File: src/rtl/cordic_arbiter.sv
// Round-robin front end for one shared fixed-latency CORDIC rotator: credit-gated
// grants, a requester-tag pipeline matching the rotator latency, per-requester FIFOs.
module cordic_arbiter #(
  parameter int N_REQ   = 4,
  parameter int D_WIDTH = 7,
  parameter int OUT_W   = D_WIDTH + 1,
  parameter int LATENCY = 6,
  parameter int DEPTH   = 8
) (
  input  logic                     clk,
  input  logic                     rst_n,
  input  logic [N_REQ-1:0]         req_valid,
  input  logic [N_REQ*D_WIDTH-1:0] req_angle,
  output logic [N_REQ-1:0]         req_ready,
  output logic [N_REQ-1:0]         rsp_valid,
  output logic [N_REQ*OUT_W-1:0]   rsp_x,
  output logic [N_REQ*OUT_W-1:0]   rsp_y,
  input  logic [N_REQ-1:0]         rsp_ready,
  output logic [D_WIDTH-1:0]       cor_z_tgt,
  input  logic [OUT_W-1:0]         cor_x_in,
  input  logic [OUT_W-1:0]         cor_y_in,
  output logic                     busy
);

  localparam int ID_W = $clog2(N_REQ);
  localparam int CR_W = $clog2(DEPTH + 1);
  localparam int AW   = $clog2(DEPTH);

  logic [ID_W-1:0]    r_rr;
  logic [CR_W-1:0]    r_cred   [N_REQ];
  logic [D_WIDTH-1:0] r_z_tgt;
  logic [LATENCY:0]   r_tag_v;
  logic [ID_W-1:0]    r_tag_id [LATENCY+1];
  logic [OUT_W-1:0]   r_mem_x  [N_REQ][DEPTH];
  logic [OUT_W-1:0]   r_mem_y  [N_REQ][DEPTH];
  logic [AW:0]        r_wr     [N_REQ];
  logic [AW:0]        r_rd     [N_REQ];

  logic [D_WIDTH-1:0] w_angle  [N_REQ];
  logic [N_REQ-1:0]   w_elig;
  logic [N_REQ-1:0]   w_grant;
  logic [N_REQ-1:0]   w_push;
  logic [N_REQ-1:0]   w_pop;
  logic [N_REQ-1:0]   w_nonempty;
  logic               w_any_grant;
  logic [ID_W-1:0]    w_win;
  logic [ID_W-1:0]    w_cand;
  logic [ID_W-1:0]    w_rr_next;

  // A requester is eligible only while it still holds a free slot in its FIFO,
  // counting results already in flight through the rotator.
  always_comb begin
    // NOTE: every combinational output gets a default first so no path leaves it unassigned (no latch).
    w_angle    = '{default: '0};
    w_elig     = '0;
    w_nonempty = '0;
    w_push     = '0;
    w_pop      = '0;
    for (int i = 0; i < N_REQ; i++) begin
      w_angle[i]    = req_angle[i*D_WIDTH +: D_WIDTH];
      w_elig[i]     = rst_n & req_valid[i] & (r_cred[i] < CR_W'(DEPTH));
      w_nonempty[i] = rst_n & (r_wr[i] != r_rd[i]);
      w_push[i]     = r_tag_v[LATENCY] & (r_tag_id[LATENCY] == ID_W'(i));
      w_pop[i]      = w_nonempty[i] & rsp_ready[i];
    end
  end

  always_comb begin
    w_any_grant = 1'b0;
    w_win       = '0;
    w_cand      = '0;
    w_grant     = '0;
    // NOTE: blocking '=' here so the found flag set in one iteration is seen by the next.
    for (int k = 0; k < N_REQ; k++) begin
      w_cand = ID_W'((int'(r_rr) + k) % N_REQ);
      if (!w_any_grant && w_elig[w_cand]) begin
        w_any_grant = 1'b1;
        w_win       = w_cand;
      end
    end
    if (w_any_grant) w_grant[w_win] = 1'b1;
    w_rr_next = (w_win == ID_W'(N_REQ - 1)) ? '0 : w_win + 1'b1;
  end

  always_ff @(posedge clk) begin
    // NOTE: sequential state uses non-blocking '<=' so every register samples pre-edge values.
    if (!rst_n) begin
      r_rr    <= '0;
      r_z_tgt <= '0;
      r_tag_v <= '0;
      for (int i = 0; i < N_REQ; i++) begin
        r_cred[i] <= '0;
        r_wr[i]   <= '0;
        r_rd[i]   <= '0;
      end
    end else begin
      r_tag_v <= {r_tag_v[LATENCY-1:0], w_any_grant};
      if (w_any_grant) begin
        r_rr    <= w_rr_next;
        r_z_tgt <= w_angle[w_win];
      end
      for (int i = 0; i < N_REQ; i++) begin
        if (w_push[i]) r_wr[i] <= r_wr[i] + 1'b1;
        if (w_pop[i])  r_rd[i] <= r_rd[i] + 1'b1;
        if (w_grant[i] && !w_pop[i])      r_cred[i] <= r_cred[i] + 1'b1;
        else if (!w_grant[i] && w_pop[i]) r_cred[i] <= r_cred[i] - 1'b1;
      end
    end
  end

  // NOTE: tag ids and FIFO storage carry no reset; the tag valids and FIFO pointers qualify them.
  always_ff @(posedge clk) begin
    r_tag_id[0] <= w_win;
    for (int k = 1; k <= LATENCY; k++) r_tag_id[k] <= r_tag_id[k-1];
    for (int i = 0; i < N_REQ; i++) begin
      if (w_push[i]) begin
        r_mem_x[i][r_wr[i][AW-1:0]] <= cor_x_in;
        r_mem_y[i][r_wr[i][AW-1:0]] <= cor_y_in;
      end
    end
  end

  always_comb begin
    rsp_x = '0;
    rsp_y = '0;
    busy  = 1'b0;
    for (int i = 0; i < N_REQ; i++) begin
      if (rst_n) begin
        rsp_x[i*OUT_W +: OUT_W] = r_mem_x[i][r_rd[i][AW-1:0]];
        rsp_y[i*OUT_W +: OUT_W] = r_mem_y[i][r_rd[i][AW-1:0]];
        if (r_cred[i] != '0) busy = 1'b1;
      end
    end
  end

  assign req_ready = w_grant;
  assign rsp_valid = w_nonempty;
  assign cor_z_tgt = r_z_tgt;

endmodule

File: config.mk
export PLATFORM = sky130hd
export DESIGN_NAME = cordic_arbiter
export DESIGN_NICKNAME = d
export VERILOG_FILES = /design/src/rtl/cordic_arbiter.sv
export SDC_FILE = /design/constraint.sdc
export NUM_CORES = 1
export LEC_CHECK = 0
export ABC_AREA = 0
export BUFFER_PORTS_ARGS = -buffer_cell sky130_fd_sc_hd__buf_2
export CORE_MARGIN = 2
export CORE_UTILIZATION = 61
export CTS_CLUSTER_SIZE = 30
export DETAILED_ROUTE_END_ITERATION = 6
export HOLD_SLACK_MARGIN = 0.02
export PLACE_DENSITY = 0.8
export SLEW_MARGIN = 20
export SYNTH_ARGS = -nofsm -noshare
export SYNTH_HDL_FRONTEND = slang
export SYNTH_SLANG_ARGS = --single-unit
File: constraint.sdc
create_clock -name clk -period 3.1 [get_ports clk]
set_input_delay 0.31 -clock clk [delete_from_list [all_inputs] [get_ports clk]]
set_output_delay 0.31 -clock clk [all_outputs]
set_load 0.1 [all_outputs]
---- Word level (Yosys, flattened, before mapping) ----
Memories as Yosys holds them, arrays and structs flattened.
Cells that the tools add are included.
word-level totals
  register bits after elaboration ......... 16
  RAM bits ................................ 574
  output and inout bits ................... 80
  memories ................................ 6
memories
  memory    depth  width  read ports  clocked after Yosys merged registers in  wr ports  line  source
  r_mem_x   4      64     4           0                                        1         34    logic [OUT_W-1:0] r_mem_x [N_REQ][DEPTH];
  r_mem_y   4      64     4           0                                        1         35    logic [OUT_W-1:0] r_mem_y [N_REQ][DEPTH];
  r_cred    4      4      4           0                                        4         30    logic [CR_W-1:0] r_cred [N_REQ];
  r_rd      4      4      4           0                                        4         37    logic [AW:0] r_rd [N_REQ];
  r_wr      4      4      4           0                                        4         36    logic [AW:0] r_wr [N_REQ];
  r_tag_id  7      2      7           0                                        7         33    logic [ID_W-1:0] r_tag_id [LATENCY+1];
operators by class
  add/subtract/negate cells ............... 20
  $lt $le $gt $ge ......................... 23
  equal/unequal tests ..................... 8
  multiplexer cells ....................... 162
  bitwise gates (word level) .............. 45
  reduce and logical (&&, ||, !) cells .... 38
operators by type and width
  operator                                                                       count
  64-bit 2-to-1 mux                                                              16
  64-bit OR reduction                                                            6
  8-bit 2-to-1 mux                                                               28
  8-bit binary-select mux with 3-bit select                                      8
  8-bit demux with 3-bit select                                                  4
  1-bit 2-to-1 mux                                                               70
  4-bit 2-to-1 mux                                                               17
  4-bit by 1-bit adder with 4-bit output (second input constant)                 12
  4-bit >= comparator (second input constant)                                    8
  3-bit inverter with 4-bit output                                               8
  2-bit 2-to-1 mux                                                               11
  1-bit AND                                                                      20
  1-bit logical AND                                                              16
  4-bit by 1-bit less-than comparator with 1-bit output (second input constant)  4
  4-bit less-than comparator (second input constant)                             4
  4-bit inequality test                                                          4
  1-bit OR                                                                       16
  4-bit nonzero test                                                             4
  4-bit by 1-bit subtractor with 4-bit output (second input constant)            4
  2-bit by 3-bit less-than comparator with 1-bit output (second input constant)  5
  7-bit binary-select mux with 2-bit select                                      1
  7-bit 2-to-1 mux                                                               2
  1-bit zero test                                                                11
  1-bit binary-select mux with 2-bit select                                      4
  9 further kinds                                                                13

---- Depth between registers and ports, before layout ----
  word-level depth ........................ 26
  mapped depth ............................ 14
  mapped depth without buffers ............ 13

---- Least setup slack after synthesis ----
No wires, ideal clock.
  path kind ............................... reg2reg
  start point ............................. mem r_rd[1][0] (netlist name)
  end point ............................... mem r_cred[1][3] (netlist name) (data pin)
  setup time .............................. 0.140 ns
  data arrival time ....................... 4.288 ns
  data required time ...................... 2.960 ns
  slack ................................... -1.328 ns
  stages on the path, launching flop included .. 13
  clock period less this slack ............ 4.428 ns
  cells stage by stage .................... edfxtp_1 > buf_2 > xnor2_1 > a41oi_1 > nand2_1 > or2_1 > inv_1 > ha_1 > a21o_1 > a21oi_1 > xnor2_1 > or3_1 > nand2_1
RTL lines
  element             line
  start: declaration  37
  end: declaration    30

==> qor.yml <==
yosys:
  synth.top_cell.area_share_pct: 71.27
  postSynthNetCount: 1310
  synth_enable_flop_cells: 560
  postSynthAreaPerCell_sq_um: 19.10
  post_synth_instance_area_sq_mm: 0.02359
  ys_async_sr_fraction_pct: 0
  yosys_warnings: 0
  yosysSeqAreaShare_pct: 73.82
  post-synth-top-area-cell: "sky130_fd_sc_hd__edfxtp_1"
  ys_dominant_reg_cell: "sky130_fd_sc_hd__edfxtp_1"
  number_of_distinct_library_cells_after_synthesis: 53
  ys_ff_latch: 590
  synthesized_instance_count: 1235
  synth.area.top_cells: "sky130_fd_sc_hd__edfxtp_1 (71%), sky130_fd_sc_hd__mux4_2 (12%), sky130_fd_sc_hd__mux2i_1 (3.1%), sky130_fd_sc_hd__dfxtp_1 (2.5%), sky130_fd_sc_hd__nor2_1 (2.2%)"
global_routing:
  grt_antenna_before_repair: 0
  pin_count_of_the_biggest_net_entering_global_routing: 37
  grt-ovfl-total: 0
  grt_pass1_wl_microns: 76750
  track_usage_pct: 25.65
  number_of_global_route_vias_before_repair: 12760
floorplanning:
  core_area_sq_mm: 0.03838
  initial_core_util_pct: 61.48
  design.die.area_sq_mm: 0.04027
  width_of_the_chip_microns: 200.7
  placementRows: 72
  design.portCount: 134
  dieHeight_microns: 200.7
clock_tree:
  cts_max_level: 2
  clk-insertion-delay-late_ns: 0.60
  tritoncts_num_sinks: 590
  cts_buffer_depth: 3
  clk_pin_slew_worst_paths_ns: 0.07
  cts_made_buffers: 56
  cts.root.buffer_cell: "sky130_fd_sc_hd__clkbuf_16"
  cts_tree: "done"
power_and_ir_drop:
  irDropWorstVdd_mv: 0.5242
  p_seq_share_pct: 50.3
  p_leak_uw: 0.009354
  clock_power_share_pct: 36.4
  internal_power_uw: 13170
  fraction_of_power_spent_switching_nets_pct: 26.27
  cellPowerDensity_mw_per_mm2: 654.3
  total_switching_power_uw: 4694
  pwr-share-comb_pct: 13.3
min_path:
  min-delay-path-class: "in -> reg"
  min_path_cells: 3
  holdCritStartpoint: "req_angle[25]"
  holdPathEnd: "cor_z_tgt[4]"
timing:
  timing.clock.skew_ns: 0.02002
  finalWorstPathRequiredPeriod_ns: 3.006
  timing_hold_violations_final: 0
  fmaxAchievable_ghz: 0.3326
  setup_violations: 0
  setup_slack_ns: 0.09383
  slew-limit-headroom_pct: 44.29
  final_min_period_over_clock_period_pct: 96.97
  max_slew.worst_pin.slew_ns: 0.8312
  maxSlewViolCount: 0
setup_path:
  crit_start: "r_cred[3][3]"
  rr_startpoint: "r_cred[1][3]"
  reg2reg_to: "r_cred[0][3]"
  worst-path-max-fanout: 6
  r2r_slack_ns: 0.17
  buf_inv_stages_crit_path: 3
  r2r.worst_path.cells: 12
  cp_data_arrival_time_ns: 2.70
  cp_data_required_time_ns: 2.79
  cpLargestDelayFamily: "simple AND/OR/NAND/NOR gates"
  startpoint_type: "flop"
  cell_type_of_the_slowest_stage_on_the_worst_timing_path: "sky130_fd_sc_hd__edfxtp_1"
  timing_worst_setup_path_type: "reg -> out"
  critPathCaptureType: "primary output"
  critPathMaxStageDelay_ns: 0.48
  path_cells: "nand2b_1, a22oi_1, o221ai_2, or2_1, inv_2, ha_1, nand2b_1, inv_2, buf_8"
drt:
  routed_antenna_nets: 0
  vias: 12450
  viasPerCell: 6.207
  drt_iter0_markers: 1370
  drc_violations_left: 0
  overall_routed_net_length_microns: 50820
  drt_pass1_iterations: 5
  avgRoutedWirePerCell_microns: 25.35
run:
  maxCapViolations: 0
finish:
  final_cell_area_sq_mm: 0.02730
  final_layout_size_suffix_gt1_share_pct: 30.08
  flow.area_growth_from_synthesis_pct: 15.73
  filler_cell_count: 2261
  nets: 1522
run_status:
  run_status: "complete, no violations"
placed_design:
  cell_area_placed_sq_mm: 0.02540
  gp_routability_congestion: 0.8461
  pre_cts_ws_ns: 0.2498
  placement.io_buffers: 133
  placed_wire_length_estimate_microns: 28160
[through the flow]
step	setup TNS (ns)	util [%]	hold WS, ns	total power, uW	cells
final	0	71.15	0.04993	17870	2005
after floorplan	-0.2588	-	0.3096	10900	1235
after global placement	0	66.18	0.3160	11420	1892
after global routing	-0.01104	71.14	0.03052	18370	2004
after detailed placement	0	66.18	0.3132	11470	1892
after CTS	0	71.06	0.02010	17920	2003
[Yosys cell counts, drive strengths merged, types with 3 or more instances]
library cell	count
clkbuf	27
buf	33
a21oi	7
nor2b	5
o21ai	9
mux4	128
nor2	137
inv	20
nand3	11
a21o	3
o22ai	7
and2	6
nand2b	17
or3	6
o221ai	8
nor3b	3
or2	3
ha	18
fa	3
xnor2	27
nand2	34
dfxtp	30
edfxtp	560
mux2i	72
xor2	13
nor3	11
a41oi	5
and3	11
a211oi	4
[state kept, by name, summed over array words and instances (netlist names)]
name / flops
r_mem_x: 256
r_mem_y: 256
r_cred: 16
r_rd: 16
r_wr: 16
r_tag_id: 14
cor_z_tgt: 7
r_tag_v: 7
r_rr: 2
[how the worst max path moves through the flow]
stage	cells past startpoint	end	slack (ns)
after detailed placement	12	r_cred[1][3]	0.25
after global placement	12	r_cred[1][3]	0.32
after floorplan	13	r_cred[1][3]	-0.26
final	9	req_ready[3]	0.09
after global routing	9	req_ready[3]	-0.01
after CTS	9	req_ready[3]	0.005
[layout make-up]
cell class	count	area, sq um	area share (%)
sequential	590	17420	63.79
multi-input combinational	565	5953	21.80
antenna	1	2.502	0.009165
timing repair buffer	214	1480	5.421
inverter	20	76.32	0.2795
tap	518	648.1	2.374
clock inverter	34	256.5	0.9394
clock buffer	63	1470	5.384
[kinds of logic (layout without fill, tap and decap cells)]
kind of cell | Yosys count | after routing | synth area share [%]
simple gates | 250 | 250 | 4.884
other cells | 0 | 1 | 0
mux | 200 | 200 | 15.27
xor+xnor | 40 | 40 | 1.485
compound gates | 54 | 54 | 1.830
buf+inv | 80 | 331 | 1.501
fa+ha+maj | 21 | 21 | 1.209
flops | 590 | 590 | 73.82
[repair_timing]
item / 4_1_cts / 5_1_grt
hold buffers: 14 / 0
gates cloned: 0 / 0
pin swaps: 1 / 1
endpoints found under the setup margin: 7 / 4
resized for setup: 3 / 7
hold endpoints to repair: 6 / 0
setup buffers: 0 / 1
[worst register-to-register path, stage by stage, from the launching register on]
cell	delay (ns)
sky130_fd_sc_hd__edfxtp_1	0.51
sky130_fd_sc_hd__nor2b_4	0.28
sky130_fd_sc_hd__nor2_1	0.08
sky130_fd_sc_hd__o32ai_1	0.37
sky130_fd_sc_hd__a211oi_4	0.12
sky130_fd_sc_hd__or2_1	0.31
sky130_fd_sc_hd__inv_1	0.12
sky130_fd_sc_hd__ha_1	0.24
sky130_fd_sc_hd__a21o_1	0.18
sky130_fd_sc_hd__a21oi_1	0.20
sky130_fd_sc_hd__xnor2_1	0.11
sky130_fd_sc_hd__nand3_1	0.10
sky130_fd_sc_hd__o21ai_1	0.06
[power groups by stage]
stage	combinational, uW	sequential (uW)	clock (uW)
5_1_grt	2510	9000	6870
4_1_cts	2370	8980	6570
3_5_place_dp	2320	9150	0
3_3_place_gp	2270	9140	0
2_1_floorplan	1650	9260	0
6_report	2380	8990	6500
[metal layers]
layer / up-vias / wire length, microns / track usage [%]
met3: 127 / 3706 / 4.334
met2: 602 / 26070 / 43.35
met1: 6396 / 19490 / 34.54
met5: - / 0 / 0
met4: 0 / 1555 / 8.571
li1: 5321 / - / -
[layout by cell type, fill, tap and decap left out, types with 14 or more instances in the layout]
master	instances
sky130_fd_sc_hd__edfxtp_1	560
sky130_fd_sc_hd__nor2_1	136
sky130_fd_sc_hd__mux4_2	128
sky130_fd_sc_hd__buf_2	124
sky130_fd_sc_hd__mux2i_1	72
sky130_fd_sc_hd__buf_4	62
sky130_fd_sc_hd__clkbuf_16	58
sky130_fd_sc_hd__nand2_1	33
sky130_fd_sc_hd__dfxtp_1	29
sky130_fd_sc_hd__xnor2_1	27
sky130_fd_sc_hd__ha_1	18
sky130_fd_sc_hd__nand2b_1	17
sky130_fd_sc_hd__inv_1	14
sky130_fd_sc_hd__dlygate4sd3_1	14
Note: power is estimated with default switching activity, not from simulation.
